--- config.mk ---
export PLATFORM = sky130hd
export DESIGN_NAME = route_sequencer
export DESIGN_NICKNAME = d
export VERILOG_FILES = /design/src/rtl/route_pkg.sv /design/src/rtl/route_path_buffer.sv /design/src/rtl/route_sequencer.sv
export SDC_FILE = /design/constraint.sdc
export NUM_CORES = 1
export LEC_CHECK = 0
export ABC_AREA = 1
export CAP_MARGIN = 30
export CORE_AREA = 2 2 130 132
export CTS_CLUSTER_SIZE = 14
export DETAILED_ROUTE_END_ITERATION = 8
export DIE_AREA = 0 0 132 134
export GPL_TIMING_DRIVEN = 0
export PLACE_DENSITY = 0.86
export SYNTH_ARGS = -nofsm -noshare
export SYNTH_HDL_FRONTEND = slang
export SYNTH_SLANG_ARGS = --single-unit
--- constraint.sdc ---
create_clock -name clk_50 -period 2.1 [get_ports clk_50]
set_clock_uncertainty 0.15 [all_clocks]
set_input_delay 0.42 -clock clk_50 [delete_from_list [all_inputs] [get_ports clk_50]]
set_output_delay 0.42 -clock clk_50 [all_outputs]
set_load 0.1 [all_outputs]
--- src/rtl/route_pkg.sv ---
// Shared types and helpers for the route sequencer and its path buffer.
package route_pkg;

    localparam int DEF_NULL_NODE = 27;
    localparam int MAX_NODE_W    = 16;
    localparam int MAX_PATH_BITS = 1024;

    typedef enum logic [3:0] {
        IDLE, LOAD_SEG, PLAN_REQ, PLAN_WAIT, SCAN, WAIT_NODE, TURN, SEG_NEXT, ERR
    } route_state_e;

    // Index width that never collapses to zero bits for single-entry tables.
    function automatic int idx_w(input int n);
        return (n > 1) ? $clog2(n) : 1;
    endfunction

    // Entry idx of a flat planner path, node_w bits per entry, entry 0 in the LSBs.
    function automatic logic [MAX_NODE_W-1:0] path_entry(input logic [MAX_PATH_BITS-1:0] path,
                                                        input int idx, input int node_w);
        logic [MAX_NODE_W-1:0] r;
        r = '0;
        for (int b = 0; b < MAX_NODE_W; b++)
            if (b < node_w && (idx * node_w + b) < MAX_PATH_BITS)
                r[b] = path[idx * node_w + b];
        return r;
    endfunction

endpackage

--- src/rtl/route_path_buffer.sv ---
// Holds the captured planner path and a cursor that walks it from the top
// entry down to entry 0 (end node); exposes neighbours of the cursor.
module route_path_buffer
    import route_pkg::*;
#(
    parameter int NODE_W    = 5,
    parameter int PATH_LEN  = 10,
    parameter int NULL_NODE = DEF_NULL_NODE,
    parameter int PIDX_W    = idx_w(PATH_LEN)
) (
    input  logic                       clk_50,
    input  logic                       reset,
    input  logic                       cap_en,
    input  logic                       step,
    input  logic [NODE_W*PATH_LEN-1:0] plan_path,
    output logic [PIDX_W-1:0]          cursor,
    output logic [NODE_W-1:0]          cur_node,
    output logic [NODE_W-1:0]          up_node,
    output logic [NODE_W-1:0]          dn_node,
    output logic [NODE_W-1:0]          end_node,
    output logic                       at_pad,
    output logic                       all_null
);

    localparam logic [NODE_W-1:0] NULL_V  = NODE_W'(NULL_NODE);
    localparam logic [PIDX_W-1:0] TOP_IDX = PIDX_W'(PATH_LEN - 1);

    logic [NODE_W-1:0] path_q  [PATH_LEN];
    logic [NODE_W-1:0] path_in [PATH_LEN];
    logic [PIDX_W-1:0] k_q;

    for (genvar i = 0; i < PATH_LEN; i++) begin : g_unpack
        assign path_in[i] = NODE_W'(path_entry(MAX_PATH_BITS'(plan_path), i, NODE_W));
    end

    // Capture restarts the cursor at the top entry; step walks it toward entry 0.
    always_ff @(posedge clk_50) begin
        if (reset) begin
            for (int i = 0; i < PATH_LEN; i++) path_q[i] <= NULL_V;
            k_q <= TOP_IDX;
        end else if (cap_en) begin
            path_q <= path_in;
            k_q    <= TOP_IDX;
        end else if (step && k_q != '0) begin
            k_q <= k_q - 1'b1;
        end
    end

    assign cursor   = k_q;
    assign cur_node = path_q[k_q];
    assign up_node  = (k_q == TOP_IDX) ? NULL_V : path_q[k_q + 1'b1];
    assign dn_node  = (k_q == '0) ? NULL_V : path_q[k_q - 1'b1];
    assign end_node = path_q[0];
    assign at_pad   = (cur_node == NULL_V);
    assign all_null = at_pad && (k_q == '0);

endmodule

--- src/rtl/route_sequencer.sv ---
// Multi-segment route executor: plans each (start,end) table pair, then walks
// the returned path one junction at a time, issuing turn triples.
module route_sequencer
    import route_pkg::*;
#(
    parameter int NODE_W       = 5,
    parameter int PATH_LEN     = 10,
    parameter int NUM_SEG      = 3,
    parameter int NULL_NODE    = DEF_NULL_NODE,
    parameter int PLAN_TIMEOUT = 1000000,
    parameter int CNT_W        = $clog2(NUM_SEG + 1),
    parameter int SIDX_W       = idx_w(NUM_SEG)
) (
    input  logic                       clk_50,
    input  logic                       reset,
    input  logic                       start,
    input  logic [CNT_W-1:0]           seg_count,
    input  logic                       seg_wr_en,
    input  logic [SIDX_W-1:0]          seg_wr_idx,
    input  logic [NODE_W-1:0]          seg_wr_s,
    input  logic [NODE_W-1:0]          seg_wr_e,
    output logic                       plan_start,
    output logic [NODE_W-1:0]          plan_s_node,
    output logic [NODE_W-1:0]          plan_e_node,
    input  logic                       plan_done,
    input  logic [NODE_W*PATH_LEN-1:0] plan_path,
    input  logic                       node_reached,
    output logic                       turn_req,
    output logic [NODE_W-1:0]          prev_node,
    output logic [NODE_W-1:0]          curr_node,
    output logic [NODE_W-1:0]          next_node,
    input  logic                       turn_done,
    output logic [SIDX_W-1:0]          seg_idx,
    output logic                       busy,
    output logic                       route_done,
    output logic                       error
);

    localparam int                 PIDX_W  = idx_w(PATH_LEN);
    localparam int                 TMO_W   = $clog2(PLAN_TIMEOUT + 1);
    localparam logic [TMO_W-1:0]   TMO_MAX = TMO_W'(PLAN_TIMEOUT - 1);
    localparam logic [NODE_W-1:0]  NULL_V  = NODE_W'(NULL_NODE);

    route_state_e state_q, state_d;

    logic [NODE_W-1:0] tbl_s [NUM_SEG];
    logic [NODE_W-1:0] tbl_e [NUM_SEG];
    logic [SIDX_W-1:0] seg_idx_q;
    logic [CNT_W-1:0]  seg_cnt_q;
    logic [NODE_W-1:0] carry_prev;
    logic [PIDX_W-1:0] top_k;
    logic [TMO_W-1:0]  tmo_q;
    logic [NODE_W-1:0] plan_s_q, plan_e_q, prev_q, curr_q, next_q;

    logic              cap_en, buf_step, last_seg;
    logic [PIDX_W-1:0] cursor;
    logic [NODE_W-1:0] cur_node, up_node, dn_node, end_node;
    logic              at_pad, all_null;

    route_path_buffer #(
        .NODE_W(NODE_W), .PATH_LEN(PATH_LEN), .NULL_NODE(NULL_NODE)
    ) u_path (
        .clk_50(clk_50), .reset(reset), .cap_en(cap_en), .step(buf_step),
        .plan_path(plan_path), .cursor(cursor), .cur_node(cur_node),
        .up_node(up_node), .dn_node(dn_node), .end_node(end_node),
        .at_pad(at_pad), .all_null(all_null)
    );

    assign last_seg = ((CNT_W'(seg_idx_q) + 1'b1) == seg_cnt_q);

    // State register.
    always_ff @(posedge clk_50) begin
        if (reset) state_q <= IDLE;
        else       state_q <= state_d;
    end

    // Next-state decode, control strobes and status outputs.
    always_comb begin
        state_d    = state_q;
        cap_en     = 1'b0;
        buf_step   = 1'b0;
        plan_start = (state_q == PLAN_REQ);
        turn_req   = (state_q == TURN);
        busy       = (state_q != IDLE);
        error      = (state_q == ERR);
        route_done = (state_q == SEG_NEXT) && last_seg;
        unique case (state_q)
            IDLE:
                if (start)
                    state_d = (seg_count == '0 || {1'b0, seg_count} > (CNT_W+1)'(NUM_SEG))
                              ? ERR : LOAD_SEG;
            LOAD_SEG:
                state_d = (seg_idx_q != '0 && tbl_s[seg_idx_q] != plan_e_q) ? ERR : PLAN_REQ;
            PLAN_REQ:
                state_d = PLAN_WAIT;
            PLAN_WAIT:
                if (plan_done) begin
                    cap_en  = 1'b1;
                    state_d = SCAN;
                end else if (tmo_q == TMO_MAX) begin
                    state_d = ERR;
                end
            SCAN:
                if (at_pad) begin
                    if (all_null) state_d = ERR;
                    else          buf_step = 1'b1;
                end else if (cur_node != plan_s_q || end_node != plan_e_q) begin
                    state_d = ERR;
                end else begin
                    state_d = WAIT_NODE;
                end
            WAIT_NODE:
                if (node_reached) state_d = (cursor == '0) ? SEG_NEXT : TURN;
            TURN:
                if (turn_done) begin
                    buf_step = 1'b1;
                    state_d  = WAIT_NODE;
                end
            SEG_NEXT:
                state_d = last_seg ? IDLE : LOAD_SEG;
            ERR:
                state_d = ERR;
            default:
                state_d = IDLE;
        endcase
    end

    // Segment table, planner request nodes, timeout counter and turn triple.
    always_ff @(posedge clk_50) begin
        if (reset) begin
            for (int i = 0; i < NUM_SEG; i++) begin
                tbl_s[i] <= NULL_V;
                tbl_e[i] <= NULL_V;
            end
            seg_idx_q  <= '0;
            seg_cnt_q  <= '0;
            carry_prev <= NULL_V;
            top_k      <= '0;
            tmo_q      <= '0;
            plan_s_q   <= '0;
            plan_e_q   <= '0;
            prev_q     <= NULL_V;
            curr_q     <= NULL_V;
            next_q     <= NULL_V;
        end else begin
            if (state_q == IDLE && seg_wr_en && {1'b0, seg_wr_idx} < (SIDX_W+1)'(NUM_SEG)) begin
                tbl_s[seg_wr_idx] <= seg_wr_s;
                tbl_e[seg_wr_idx] <= seg_wr_e;
            end
            unique case (state_q)
                IDLE:
                    if (start) begin
                        seg_cnt_q  <= seg_count;
                        seg_idx_q  <= '0;
                        carry_prev <= NULL_V;
                    end
                LOAD_SEG: begin
                    plan_s_q <= tbl_s[seg_idx_q];
                    plan_e_q <= tbl_e[seg_idx_q];
                end
                PLAN_REQ:  tmo_q <= '0;
                PLAN_WAIT: if (!plan_done) tmo_q <= tmo_q + 1'b1;
                SCAN:      if (!at_pad) top_k <= cursor;
                WAIT_NODE:
                    if (node_reached) begin
                        curr_q <= cur_node;
                        if (cursor != '0) begin
                            // The segment's first junction inherits its predecessor
                            // from the previous segment's path.
                            prev_q <= (cursor == top_k) ? carry_prev : up_node;
                            next_q <= dn_node;
                        end
                    end
                SEG_NEXT:
                    if (!last_seg) begin
                        carry_prev <= up_node;
                        seg_idx_q  <= seg_idx_q + 1'b1;
                    end
                default: ;
            endcase
        end
    end

    assign plan_s_node = plan_s_q;
    assign plan_e_node = plan_e_q;
    assign prev_node   = prev_q;
    assign curr_node   = curr_q;
    assign next_node   = next_q;
    assign seg_idx     = seg_idx_q;

endmodule

==> flow_metrics.py <==
metrics = {
    "run_status": {
        "run_status": "finished, violations left",
        "violations": "DRC, setup timing",
    },
    "critical_path": {
        "worst-path-buf-inv": 4,
        "endpoint": "route_done",
        "cpLargestDelayFamily": "buffers and inverters",
        "critPathLaunchType": "flip-flop",
        "r2r_setup_slack_ns": -0.40,
        "worstPathRequired_ns": 1.53,
        "crit_chain": "inv_4 -> clkbuf_16 -> ha_4 -> xnor2_2 -> o21ai_1 -> or2_4 -> clkinvlp_4 -> buf_12",
        "r2r-start": "u_path.cursor[0]",
        "crit_cells": 8,
        "reg2reg_depth": 10,
        "cpPeakStageDelay_ns": 0.36,
        "cp-startpoint": "seg_idx[0]",
        "cp-end-kind": "output pin",
        "rr_endpoint": "next_node[4]",
        "worstPathMaxFanout": 2,
        "worstPathArrival_ns": 1.96,
        "cpMaxStageDelayCell": "dfxtp_4",
        "path_class": "flip-flop to output pin",
    },
    "logic_synthesis": {
        "yosysSeqAreaShare_pct": 44.5,
        "synthMuxAreaShare_pct": 0,
        "yosys_warnings": 0,
        "synth_top_cells_by_area": "dfxtp_1 (29%), edfxtp_1 (15%), nand2_1 (12%)",
        "avgSynthCellArea_um2": 7.27,
        "synth_adder_area_share_pct": 0.781,
        "synth_top_family_by_area": "simple AND/OR/NAND/NOR gates",
        "synth_seq_cells": 158,
        "netlist_area_um2": 8010,
        "yosys.area_share.simple_pct": 25.4,
        "synth_compound_area_share_pct": 18.2,
        "yosysUniqueCellTypes": 50,
        "synth_top_area_share_pct": 29.5,
        "synthCells": 1101,
        "yosysTopAreaCell": "dfxtp_1",
        "synth-xor-area-share_pct": 1.97,
    },
    "sta": {
        "finalSetupViolCount": 82,
        "fin_tns_setup_ns": -8.61,
        "setup_ws_ns": -0.431,
        "period_needed_ns": 2.53,
        "fmax_mhz": 395,
        "tightest_slew_ns": 0.691,
        "relSlewSlack_pct": 53.4,
        "hold_viol_final": 0,
        "slew_viol_final": 0,
        "finalCritPeriodShare_pct": 121,
        "rsz0062_at_grt": "true",
    },
    "cts": {
        "cts_buffer_depth": 2,
        "clk_pin_slew_ns": 0.07,
        "cts_root_buf": "clkbuf_16",
        "tritoncts": "built",
        "cts_buffers": 17,
        "cts_sinks": 158,
        "clock_latency_ns": 0.44,
        "cts_hold_buffers": 0,
        "htree_levels": 4,
    },
    "route": {
        "drtIter0Drc": 1468,
        "ant_nets": 0,
        "drc": 1,
        "post_drt_wl_per_cell_um": 20.3,
        "drt_pass1_iterations": 9,
        "via_count": 9409,
        "drt-total-wl_um": 30700,
        "via_per_inst": 6.20,
    },
    "placement": {
        "gp_congestion": 1.05,
        "portBuffers": 102,
        "dp_hpwl_um": 17500,
        "placedCellCount": 1433,
    },
    "grt": {
        "gr-usage-all-layers_pct": 28.9,
        "grt_max_degree": 17,
        "grt_pass1_vias": 8167,
        "grt_pass1_wl_um": 40700,
        "grt.overflow.total": 0,
        "antenna_found_initial": 0,
    },
    "layout": {
        "layout-drive-gt1-share_pct": 26.7,
        "area_growth_pct": 45.4,
        "fillers": 1024,
        "final_cells": 1518,
        "final_cell_mix": "nand2_1 (226), inv_1 (109), dfxtp_1 (103)",
        "nNetsFinal": 1361,
        "layout_commonest_cell": "nand2_1",
        "diodes": 0,
    },
    "die": {
        "die_w_um": 132,
        "die_h_um": 134,
        "die_area_um2": 17700,
        "core_um2": 16300,
        "rows": 47,
        "io_pins": 103,
        "start_util_pct": 49.2,
    },
    "power": {
        "power_density_nw_per_um2": 762,
        "p_leak_nw": 5.01,
        "ir_drop_uv": 748,
        "p_total_mw": 8.87,
    },
    "run": {
        "maxCapViolations": 0,
    },
    "hold_path": {
        "hold_class": "flip-flop to flip-flop",
    },
}
## layer usage
metal	up-vias	wire [um]	GRT usage (%)
met5	-	0	0
met4	0	2400	13.0
met3	291	3930	8.47
met2	898	14300	49.5
met1	4221	10100	33.6
li1	3999	-	-
## how the worst min path moves through the flow
stage / startpoint / endpoint / slack, ns / cells past startpoint
finish: carry_prev[2] / carry_prev[2] / 0.33 / 2
global route: tmo_q[3] / tmo_q[3] / 0.37 / 1
CTS: u_path.path_q[32] / u_path.path_q[32] / 0.32 / 2
detailed placement: u_path.path_q[32] / u_path.path_q[32] / 0.32 / 2
global placement: carry_prev[4] / carry_prev[4] / 0.31 / 2
floorplan: u_path.path_q[42] / u_path.path_q[42] / 0.29 / 2
## final cells by class
| cell class | instances | area [um^2] | area share (%) |
|---|---|---|---|
| Multi-Input combinational cell | 766 | 4610 | 39.6 |
| Sequential cell | 158 | 3590 | 30.9 |
| Timing Repair Buffer | 158 | 1630 | 14.0 |
| Inverter | 140 | 583 | 5.01 |
| Clock buffer | 20 | 478 | 4.11 |
| Buffer | 44 | 315 | 2.71 |
| Tap cell | 220 | 275 | 2.36 |
| Clock inverter | 12 | 155 | 1.33 |
## flip-flops by register name, summed over array words and instances (netlist names), 20 cells and up, named ones only
signal         cells
u_path.path_q     45
tbl_e             20
tbl_s             20
tmo_q             20
## worst min-delay path: stages, from the launching register on
cell and delay (ns):
dfxtp_1 0.32, nand2_1 0.06, a21oi_1 0.05
## logic make-up (layout without fill, tap and decap cells)
family,count (synthesis),in the layout
xor gates and xnor gates,18,18
AOI/OAI and AO/OA,267,267
and+or+nand+nor,466,466
buffers and inverters,186,374
other,1,10
DFF,158,158
adders and majority gates,5,5
## power breakdown
group	switching (mW)	internal [mW]	leakage (nW)	total [mW]
Clock	1.32	2.01	0.316	3.32
Combinational	1.42	0.680	3.40	2.10
Sequential	0.162	3.29	1.29	3.45
Total	2.90	5.97	5.01	8.87
## synthesized netlist by cell type (all sizes together)
cell type	n
clkbuf	33
o221ai	7
a21o	1
xnor2	4
o211ai	8
nor3	14
o31ai	1
o311a	1
nand3	77
inv	135
o221a	2
nor4	3
conb	1
o22ai	10
ha	5
or2	2
nand3b	3
edfxtp	40
buf	13
a2111oi	1
a31oi	2
xor2	14
nand2	264
o21ba	1
o311ai	2
o211a	1
a21oi	83
dfxtp	118
nor2	95
clkinv	5
o21ai	146
a211oi	1
nand4	8
## metrics by stage
step	util (%)	area (um^2)	worst slack (ns)	hold slack, ns
2_1_floorplan	-	8150	-0.232	0.290
3_3_place_gp	58.0	9450	-0.929	0.308
3_5_place_dp	58.2	9480	-0.931	0.315
4_1_cts	66.7	10900	-0.408	0.324
5_1_grt	71.5	11600	-0.510	0.365
6_report	71.5	11600	-0.431	0.328
## timing repair
action / CTS / global route
buffers inserted: 25 / 28
pin swaps: 44 / 74
endpoints found under the setup margin: 146 / 90
gates cloned: 4 / 0
resized for setup: 252 / 172
Note: power is estimated with default switching activity, not from simulation.
